**config.mk**
```make
export PLATFORM = sky130hd
export DESIGN_NAME = lsu_align
export DESIGN_NICKNAME = d
export VERILOG_FILES = /design/src/rtl/lsu_pkg.sv /design/src/rtl/lsu_lane_fmt.sv /design/src/rtl/lsu_align.sv
export SDC_FILE = /design/constraint.sdc
export NUM_CORES = 1
export LEC_CHECK = 0
export CAP_MARGIN = 20
export CORE_ASPECT_RATIO = 2
export CORE_UTILIZATION = 30
export CTS_CLUSTER_DIAMETER = 50
export DETAILED_ROUTE_END_ITERATION = 8
export SLEW_MARGIN = 20
export SYNTH_ARGS = -nofsm -noshare
export SYNTH_HDL_FRONTEND = slang
export SYNTH_SLANG_ARGS = --single-unit
```
**constraint.sdc**
```tcl
create_clock -name clk -period 26.9 [get_ports clk]
set_input_delay 5.38 -clock clk [delete_from_list [all_inputs] [get_ports clk]]
set_output_delay 5.38 -clock clk [all_outputs]
set_load 0.005 [all_outputs]
```
**src/rtl/lsu_pkg.sv**
```systemverilog
// Shared encodings, FSM state type and the request error check for the LSU.
package lsu_pkg;

    localparam logic [1:0] LSU_B = 2'b00;
    localparam logic [1:0] LSU_H = 2'b01;
    localparam logic [1:0] LSU_W = 2'b10;

    typedef enum logic [1:0] {
        IDLE  = 2'b00,
        MERGE = 2'b01,
        RESP  = 2'b10
    } lsu_state_t;

    // A request is rejected for an illegal size, a misaligned half/word,
    // or a byte address at or beyond the end of dmem (limit is in bytes).
    function automatic logic lsu_req_err(input logic [1:0]  size,
                                         input logic [31:0] addr,
                                         input logic [32:0] limit);
        logic err;
        err = 1'b0;
        if (size == 2'b11)                          err = 1'b1;
        if (size == LSU_H && addr[0])               err = 1'b1;
        if (size == LSU_W && addr[1:0] != 2'b00)    err = 1'b1;
        if ({1'b0, addr} >= limit)                  err = 1'b1;
        return err;
    endfunction

endpackage

```
**src/rtl/lsu_lane_fmt.sv**
```systemverilog
// Combinational lane handling: load extraction/extension and store merge.
module lsu_lane_fmt
    import lsu_pkg::*;
(
    input  logic [31:0] word,
    input  logic [31:0] wdata,
    input  logic [1:0]  addr_lo,
    input  logic [1:0]  size,
    input  logic        is_unsigned,
    output logic [31:0] load_data,
    output logic [31:0] merged
);

    logic [7:0]         byte_sel;
    logic [15:0]        half_sel;
    logic signed [7:0]  byte_s;
    logic signed [15:0] half_s;
    logic signed [31:0] byte_ext;
    logic signed [31:0] half_ext;

    // Pick the addressed lane out of the word and sign/zero-extend it.
    always_comb begin
        byte_sel  = word[{addr_lo, 3'b000} +: 8];
        half_sel  = addr_lo[1] ? word[31:16] : word[15:0];
        byte_s    = byte_sel;
        half_s    = half_sel;
        byte_ext  = byte_s;
        half_ext  = half_s;
        load_data = '0;
        case (size)
            LSU_B:   load_data = is_unsigned ? {24'b0, byte_sel} : byte_ext;
            LSU_H:   load_data = is_unsigned ? {16'b0, half_sel} : half_ext;
            LSU_W:   load_data = word;
            default: load_data = '0;
        endcase
    end

    // Insert the new byte/half into the old word, keeping the other bytes.
    always_comb begin
        merged = word;
        case (size)
            LSU_B:   merged[{addr_lo, 3'b000} +: 8] = wdata[7:0];
            LSU_H:   begin
                if (addr_lo[1]) merged[31:16] = wdata[15:0];
                else            merged[15:0]  = wdata[15:0];
            end
            LSU_W:   merged = wdata;
            default: merged = word;
        endcase
    end

endmodule

```
**src/rtl/lsu_align.sv**
```systemverilog
// Load/store alignment unit: word-only dmem access, load extension, RMW stores.
module lsu_align
    import lsu_pkg::*;
#(
    parameter int DEPTH_WORDS = 1024
) (
    input  logic        clk,
    input  logic        reset,
    input  logic        req_valid,
    output logic        req_ready,
    input  logic        req_wen,
    input  logic [1:0]  req_size,
    input  logic        req_unsigned,
    input  logic [31:0] req_addr,
    input  logic [31:0] req_wdata,
    output logic        rsp_valid,
    input  logic        rsp_ready,
    output logic [31:0] rsp_rdata,
    output logic        rsp_err,
    output logic        dmem_enable,
    output logic        dmem_rnw,
    output logic [31:0] dmem_addr,
    output logic [31:0] dmem_wdata,
    input  logic [31:0] dmem_rdata
);

    localparam logic [32:0] ADDR_LIMIT = 33'(DEPTH_WORDS) * 33'd4;

    lsu_state_t  state, state_next;
    logic        accept;
    logic        req_err;
    logic        word_store;
    logic        sub_store;
    logic [31:0] load_data;
    logic [31:0] merged;
    logic [31:0] merge_word;
    logic [31:0] merge_addr;

    assign accept     = req_valid && req_ready;
    assign req_err    = lsu_req_err(req_size, req_addr, ADDR_LIMIT);
    assign word_store = req_wen && (req_size == LSU_W);
    assign sub_store  = req_wen && (req_size != LSU_W);

    lsu_lane_fmt u_lane_fmt (
        .word        (dmem_rdata),
        .wdata       (req_wdata),
        .addr_lo     (req_addr[1:0]),
        .size        (req_size),
        .is_unsigned (req_unsigned),
        .load_data   (load_data),
        .merged      (merged)
    );

    // State register.
    always_ff @(posedge clk) begin
        if (reset) state <= IDLE;
        else       state <= state_next;
    end

    // Next state, handshake and dmem drive; reset suppresses any access.
    always_comb begin
        state_next  = state;
        req_ready   = 1'b0;
        rsp_valid   = 1'b0;
        dmem_enable = 1'b0;
        dmem_rnw    = 1'b1;
        dmem_addr   = {req_addr[31:2], 2'b00};
        dmem_wdata  = req_wdata;
        if (!reset) begin
            case (state)
                IDLE: begin
                    req_ready = 1'b1;
                    if (req_valid) begin
                        if (req_err) begin
                            state_next = RESP;
                        end else begin
                            dmem_enable = 1'b1;
                            dmem_rnw    = !word_store;
                            state_next  = sub_store ? MERGE : RESP;
                        end
                    end
                end
                MERGE: begin
                    dmem_enable = 1'b1;
                    dmem_rnw    = 1'b0;
                    dmem_addr   = merge_addr;
                    dmem_wdata  = merge_word;
                    state_next  = RESP;
                end
                RESP: begin
                    rsp_valid = 1'b1;
                    if (rsp_ready) state_next = IDLE;
                end
                default: state_next = IDLE;
            endcase
        end
    end

    // Response registers, captured on accept and held through RESP.
    always_ff @(posedge clk) begin
        if (reset) begin
            rsp_rdata <= '0;
            rsp_err   <= 1'b0;
        end else if (state == IDLE && accept) begin
            rsp_err   <= req_err;
            rsp_rdata <= (req_err || req_wen) ? 32'h0 : load_data;
        end
    end

    // Merged word and aligned address for the write half of a sub-word store.
    always_ff @(posedge clk) begin
        if (state == IDLE && accept && sub_store && !req_err) begin
            merge_word <= merged;
            merge_addr <= {req_addr[31:2], 2'b00};
        end
    end

endmodule
```
==> results of run 1 <==
## layer usage
layer / share of wire / GRT usage / vias to the layer above
li1: - / - / 2319
met1: 0.35 / 0.2159 / 2453
met2: 0.55 / 0.4038 / 251
met3: 0.048 / 0.03078 / 55
met4: 0.052 / 0.1200 / 0
met5: 0 / 0 / -
## power breakdown
| part | internal [mW] | switching (mW) |
|---|---|---|
| clock network | 0.0715 | 0.0557 |
| registers | 0.159 | 0.000173 |
| logic | 0.0377 | 0.0333 |
| total | 0.268 | 0.0892 |
## flip-flops by register name, summed over array words and instances, names as in the netlist
signal / flops
rsp_err: 1
merge_addr: 30
merge_word: 32
state: 2
rsp_rdata: 32
## placed cells by master (no fill, tap or decap), types with 3 or more instances in the layout
cell,n
a21oi_1,12
a221o_1,15
a22o_1,38
a22oi_1,19
a31o_2,6
and2_1,6
buf_4,10
clkbuf_16,10
clkdlybuf4s50_1,202
dfxtp_1,35
edfxtp_1,62
ha_1,4
inv_1,20
mux2_2,71
mux2i_1,13
nand2_1,22
nand2b_1,6
nor2_1,12
nor2b_1,6
nor3_1,3
nor3b_1,3
nor4_1,5
o211ai_1,8
o21ai_0,22
o221ai_1,17
o22ai_1,6
o32ai_1,6
## logic make-up (layout without fill, tap and decap cells)
kind of cell | after synthesis | count (layout) | share of synthesized area
and+or+nand+nor | 84 | 84 | 0.08456
muxes | 84 | 84 | 0.1658
buffers and inverters | 66 | 248 | 0.05823
DFF | 97 | 97 | 0.4569
AOI/OAI and AO/OA | 162 | 162 | 0.2249
other | 1 | 4 | 0.0006687
adders and majority gates | 4 | 4 | 0.008925
## cell type report
cell class,count,share of cell area
Multi-Input combinational cell,336,0.3402
Sequential cell,97,0.3188
Timing Repair Buffer,212,0.2609
Clock buffer,13,0.03393
Tap cell,216,0.03362
Inverter,20,0.009339
Clock inverter,3,0.002646
Antenna cell,2,0.0006226
## worst paths after layout
check / from / to / slack [ns] / cells past startpoint
worst max-delay path: req_size[0] / dmem_enable / 13.22 / 7
worst min register to register: rsp_rdata[20]$_SDFFE_PP0P_ / rsp_rdata[20]$_SDFFE_PP0P_ / 0.48 / 1
worst max register to register: state[1]$_SDFFE_PP0P_ / merge_word[9]$_DFFE_PP_ / 24.57 / 4
worst min-delay path: rsp_rdata[20]$_SDFFE_PP0P_ / rsp_rdata[20]$_SDFFE_PP0P_ / 0.48 / 1
==> summary.txt, run 1 <==
Run status
  – Status: completed

Logic synthesis
  – Post-synth top cells: mux2_2 (71), edfxtp_1 (62), a22o_1 (38)
  – #FFs+latches synth: 97
  – Dominant cell type by area after synthesis: edfxtp_1
  – EDFF count, synth: 62
  – Unique masters post-synth: 55
  – Most numerous cell in the Yosys netlist: mux2_2
  – Fraction of registers with async set or reset after synthesis: 0
  – Mean Syn Cell Area: 11.26 um^2
  – Top post-synthesis cells by area: edfxtp_1 (33%), mux2_2 (14%), dfxtp_1 (12%)
  – Synth Cell Area: 5608 um^2
  – Synth Warn #: 0
  – Yosys top cell area share: 0.3320
  – Post-synthesis instance total: 498
  – Seq/Total Area, Yosys: 0.4569
  – Top_reg_cell synth: edfxtp_1

Global routing
  – Vias in the first global route: 5139
  – Initial antenna violation count: 2
  – Remaining Overflow, GRT: 0
  – Global-route usage over all layers: 0.2120
  – Largest net degree at the start of global routing: 53
  – First-pass GRT wire length: 30.47 mm

Placement
  – Pre-CTS WS: 13.21 ns
  – IO Port Bufs: 202
  – Instance area at placement: 7740 um^2
  – Post-detail-place hpwl: 15.86 mm
  – Placed cell count: 881
  – RD Place Congestion: 0.8591

Critical path
  – CP max stage delay: 0.65 ns
  – Critical path class: in -> out
  – Crit path top cell by count: clkdlybuf4s50_1
  – CP startpoint kind: primary input
  – Delay-heaviest family, CP: buffers and inverters
  – Slowest CP cell: nand2b_1
  – Crit path DAT: 8.30 ns
  – Cell chain of the critical path: clkdlybuf4s50_1, buf_4, nand2b_1, o2111ai_1, nor3_1, or2_2, clkdlybuf4s50_1
  – CP Capture Type: output port
  – Buf+Inv Stages, Crit Path: 3
  – Crit path max fanout: 42
  – CP required: 21.52 ns

STA
  – Skew final: 0.009869 ns
  – Tmin final: 13.68 ns
  – Fin. Hold Viols: 0
  – Worst-margin pin slew: 0.8836 ns
  – Setup violations, final: 0
  – Fmax: 0.07308 GHz
  – Fin worst setup slack: 13.22 ns
  – Final Max Slew Viols: 0
  – Final hold slack: 0.4820 ns
  – RSZ-0062 raised after global routing: no
  – Tcrit/Tclk final: 0.5087
  – Setup_tns: 0 ns
  – Slew HR: 0.4084

Clock tree
  – CTS tree: done
  – # hold bufs at CTS: 0
  – Htree depth: 3
  – Sink Count: 97
  – Gates resized, CTS repair: 0
  – Clock Path Buffers: 2
  – Clk root buf: clkbuf_16
  – Post-CTS Setup Inserts: 0
  – Clock Pin Slew Worst Setup and Hold Paths: 0.06 ns
  – Clock buffers created by TritonCTS: 9
  – Clock Latency Late Sink: 0.35 ns

Floorplanning
  – Die outline height: 195.4 um
  – Placement row count: 70
  – Die area: 19280 um^2
  – Core area: 18310 um^2
  – Chip width: 98.68 um
  – Starting Density: 0.3064
  – # IOs: 205

Drt
  – DRC: 0
  – Detailed-route via count: 5078
  – DR pass1 iterations: 5
  – Wire per inst: 22.81 um
  – Via density: 5.648
  – Final WL: 20.51 mm
  – DR iter-0 viols: 317
  – Antenna Nets Post-Route: 0

Final layout
  – Fin util: 0.4392
  – Register Area: 2562 um^2
  – Fin nets: 784
  – Filler Cell Count: 1750
  – Final cell count without fillers: 899
  – Multi-input gate area: 2735 um^2
  – Fraction of layout cells with a size suffix above 1: 0.1615
  – Post-layout instance area: 8039 um^2
  – Layout area overhead: 43.35%

Pwr
  – VDD IR max: 27.09 uV
  – Pleak: 2.810 nW
  – Pwr/cell area: 44.45 nW/um^2
  – Pwr Total: 357.4 uW

Job
  – Max Cap Viol: 0

Worst hold path
  – Min-Delay Path Class: reg -> reg
Note: power is estimated with default switching activity, not from simulation.
==> inputs of run 2 (changes only) <==
- clock period: 26.9 -> 11.3 ns (I/O delays scaled with it)
==> summary.txt, run 2 (synthesized netlist as in run 1, its figures left out) <==
Critical path
  – Buf+Inv Stages, Crit Path: 3 (unchanged)
  – Delay-heaviest family, CP: buffers and inverters (unchanged)
  – R2R depth: 4 (unchanged)
  – Crit path max fanout: 42 (unchanged)
  – Crit path top cell by count: clkdlybuf4s50_1 (unchanged)
  – Cell chain of the critical path: clkdlybuf4s50_1, buf_4, nand2b_1, o2111ai_1, nor3_1, or2_2, clkdlybuf4s50_1 (unchanged)
  – Critical register-to-register path startpoint: state[1]$_SDFFE_PP0P_ (unchanged)
  – CP startpoint kind: primary input (unchanged)
  – CP required: 9.04 ns (was 21.52 ns)
  – Critical path class: in -> out (unchanged)
  – Crit path DAT: 5.20 ns (was 8.30 ns)
  – CP Capture Type: output port (unchanged)
  – Slack of the worst reg-to-reg path: 8.99 ns (was 24.57 ns)
  – Slowest CP cell: nand2b_1 (unchanged)
  – Worst r2r dst: merge_word[0]$_DFFE_PP_ (was merge_word[9]$_DFFE_PP_)
  – CP max stage delay: 0.68 ns (was 0.65 ns)

Pwr
  – Pwr/cell area: 105.6 nW/um^2 (was 44.45 nW/um^2)
  – Pleak: 2.809 nW (was 2.810 nW)
  – VDD IR max: 61.21 uV (was 27.09 uV)

Worst hold path
  – Min-Delay Path Class: reg -> reg (unchanged)
  – Worst Hold End: rsp_rdata[26]$_SDFFE_PP0P_ (was rsp_rdata[20]$_SDFFE_PP0P_)
  – Hold depth: 1 (unchanged)
  – Hold wc startpoint: rsp_rdata[26]$_SDFFE_PP0P_ (was rsp_rdata[20]$_SDFFE_PP0P_)

STA
  – Tmin final: 7.462 ns
  – Fmax: 0.1340 GHz
  – Setup_tns: 0 ns (unchanged)
  – Fin worst setup slack: 3.838 ns (was 13.22 ns)
  – Slew HR: 0.3978 (was 0.4084)
  – Setup violations, final: 0 (unchanged)
  – Skew final: 0.005524 ns (was 0.009869 ns)
  – Worst-margin pin slew: 0.8994 ns (was 0.8836 ns)
  – Tcrit/Tclk final: 0.6603
  – RSZ-0062 raised after global routing: no (unchanged)
  – Final Max Slew Viols: 0 (unchanged)
  – Fin. Hold Viols: 0 (unchanged)

Final layout
  – Most frequent cells in the layout: clkdlybuf4s50_1 (202), mux2_2 (71), edfxtp_1 (62) (unchanged)
  – Fin util: 0.4387 (was 0.4392)
  – Fraction of layout cells with a size suffix above 1: 0.1630 (was 0.1615)
  – Most common cell after layout, fill and taps aside: clkdlybuf4s50_1 (unchanged)
  – Fin nets: 784 (unchanged)
  – Largest regs: merge_word: 32 flops, rsp_rdata: 32 flops, merge_addr: 30 flops (unchanged)
  – Layout area overhead: 43.19% (was 43.35%)
  – Filler Cell Count: 1752 (was 1750)
  – Final cell count without fillers: 898 (was 899)

Global routing
  – Remaining Overflow, GRT: 0 (unchanged)
  – Largest net degree at the start of global routing: 53 (unchanged)
  – Global-route usage over all layers: 0.2123 (was 0.2120)
  – First-pass GRT wire length: 30.48 mm (was 30.47 mm)
  – Initial antenna violation count: 1 (was 2)
  – Vias in the first global route: 5248 (was 5139)

Placement
  – Pre-CTS WS: 3.838 ns (was 13.21 ns)
  – Placed cell count: 881 (unchanged)
  – IO Port Bufs: 202 (unchanged)
  – Post-detail-place hpwl: 15.91 mm (was 15.86 mm)
  – RD Place Congestion: 0.8666 (was 0.8591)

Clock tree
  – Clock buffers created by TritonCTS: 9 (unchanged)
  – Post-CTS Setup Inserts: 0 (unchanged)
  – CTS tree: done (unchanged)
  – Gates resized, CTS repair: 0 (unchanged)
  – Sink Count: 97 (unchanged)
  – Clock Latency Late Sink: 0.35 ns (about the same)
  – Clock Pin Slew Worst Setup and Hold Paths: 0.06 ns (about the same)
  – # hold bufs at CTS: 0 (unchanged)
  – Clk root buf: clkbuf_16 (unchanged)
  – Htree depth: 3 (unchanged)
  – Clock Path Buffers: 2 (unchanged)

Drt
  – Final WL: 20.23 mm (was 20.51 mm)
  – DR iter-0 viols: 329 (was 317)
  – Detailed-route via count: 5035 (was 5078)
  – Via density: 5.607 (was 5.648)
  – DR pass1 iterations: 5 (unchanged)
  – Antenna Nets Post-Route: 0 (unchanged)
  – Wire per inst: 22.53 um (was 22.81 um)
  – DRC: 0 (unchanged)

Floorplanning
  – Die area: 19280 um^2 (unchanged)
  – Die outline height: 195.4 um (unchanged)
  – Core area: 18310 um^2 (unchanged)
  – Placement row count: 70 (unchanged)
  – Chip width: 98.68 um (unchanged)
  – # IOs: 205 (unchanged)
  – Starting Density: 0.3064 (unchanged)

Run status
  – Status: completed (unchanged)

Job
  – Max Cap Viol: 0 (unchanged)
==> run 2: changes by cell type in the layout (fill, tap and decap cells not counted) <==
cell       delta
clkbuf_1      -1
clkbuf_16     -1
clkbuf_4      +1
clkbuf_8      +1
clkinv_2      -1
diode_2       -1
inv_4         +1
==> run 2: how the worst max path moves through the flow <==
stage	endpoint	slack, ns	cells past startpoint	from
after floorplan	merge_addr[10]$_DFFE_PP_	2.31	9	req_addr[1]
final	dmem_enable	3.84	7	req_size[0]
after global placement	dmem_enable	3.89	7	req_size[0]
after detailed placement	dmem_addr[13]	3.84	5	reset
after CTS	dmem_addr[13]	3.84	5	reset
after global routing	dmem_addr[8]	3.66	5	reset
==> run 2: cell type report <==
type / instances / area [um^2] / area share
well taps: 216 / 270.3 / 0.03366
clock buffers: 13 / 265.3 / 0.03303
repair buffers: 212 / 2097 / 0.2611
flip-flops and latches: 97 / 2562 / 0.3191
clock inverters: 3 / 22.52 / 0.002805
multi-input cells: 336 / 2735 / 0.3406
inverters: 20 / 75.07 / 0.009349
diodes: 1 / 2.502 / 0.0003116
==> run 2: through the flow <==
step / power [mW] / instance area, um^2 / hold WS, ns
final: 0.8482 / 8030 / 0.4781
after detailed placement: 0.5543 / 7740 / 0.4628
after CTS: 0.8560 / 8028 / 0.4826
after floorplan: 0.4609 / 5612 / 0.4638
after global routing: 0.8793 / 8030 / 0.4970
after global placement: 0.5532 / 7740 / 0.4651
==> run 2: metal layers <==
layer  up-vias  track usage  routed length [um]
li1       2315            -                   -
met1      2438       0.2141                6873
met2       222       0.3944               11030
met3        60      0.02613                 950
met4         0       0.1537                1377
met5         -            0                   0
==> run 2: report_power, final <==
| part | switching, mW | internal [mW] |
|---|---|---|
| registers | 0.000455 | 0.378 |
| clock network | 0.135 | 0.166 |
| logic | 0.0788 | 0.0897 |
| total | 0.214 | 0.634 |
==> run 2: worst reg2reg max path, stage by stage (launching register included) <==
cell and delay [ns]:
dfxtp_1 0.34, or3b_2 0.55, nor3_1 0.37, nor3b_2 0.27, buf_4 0.42
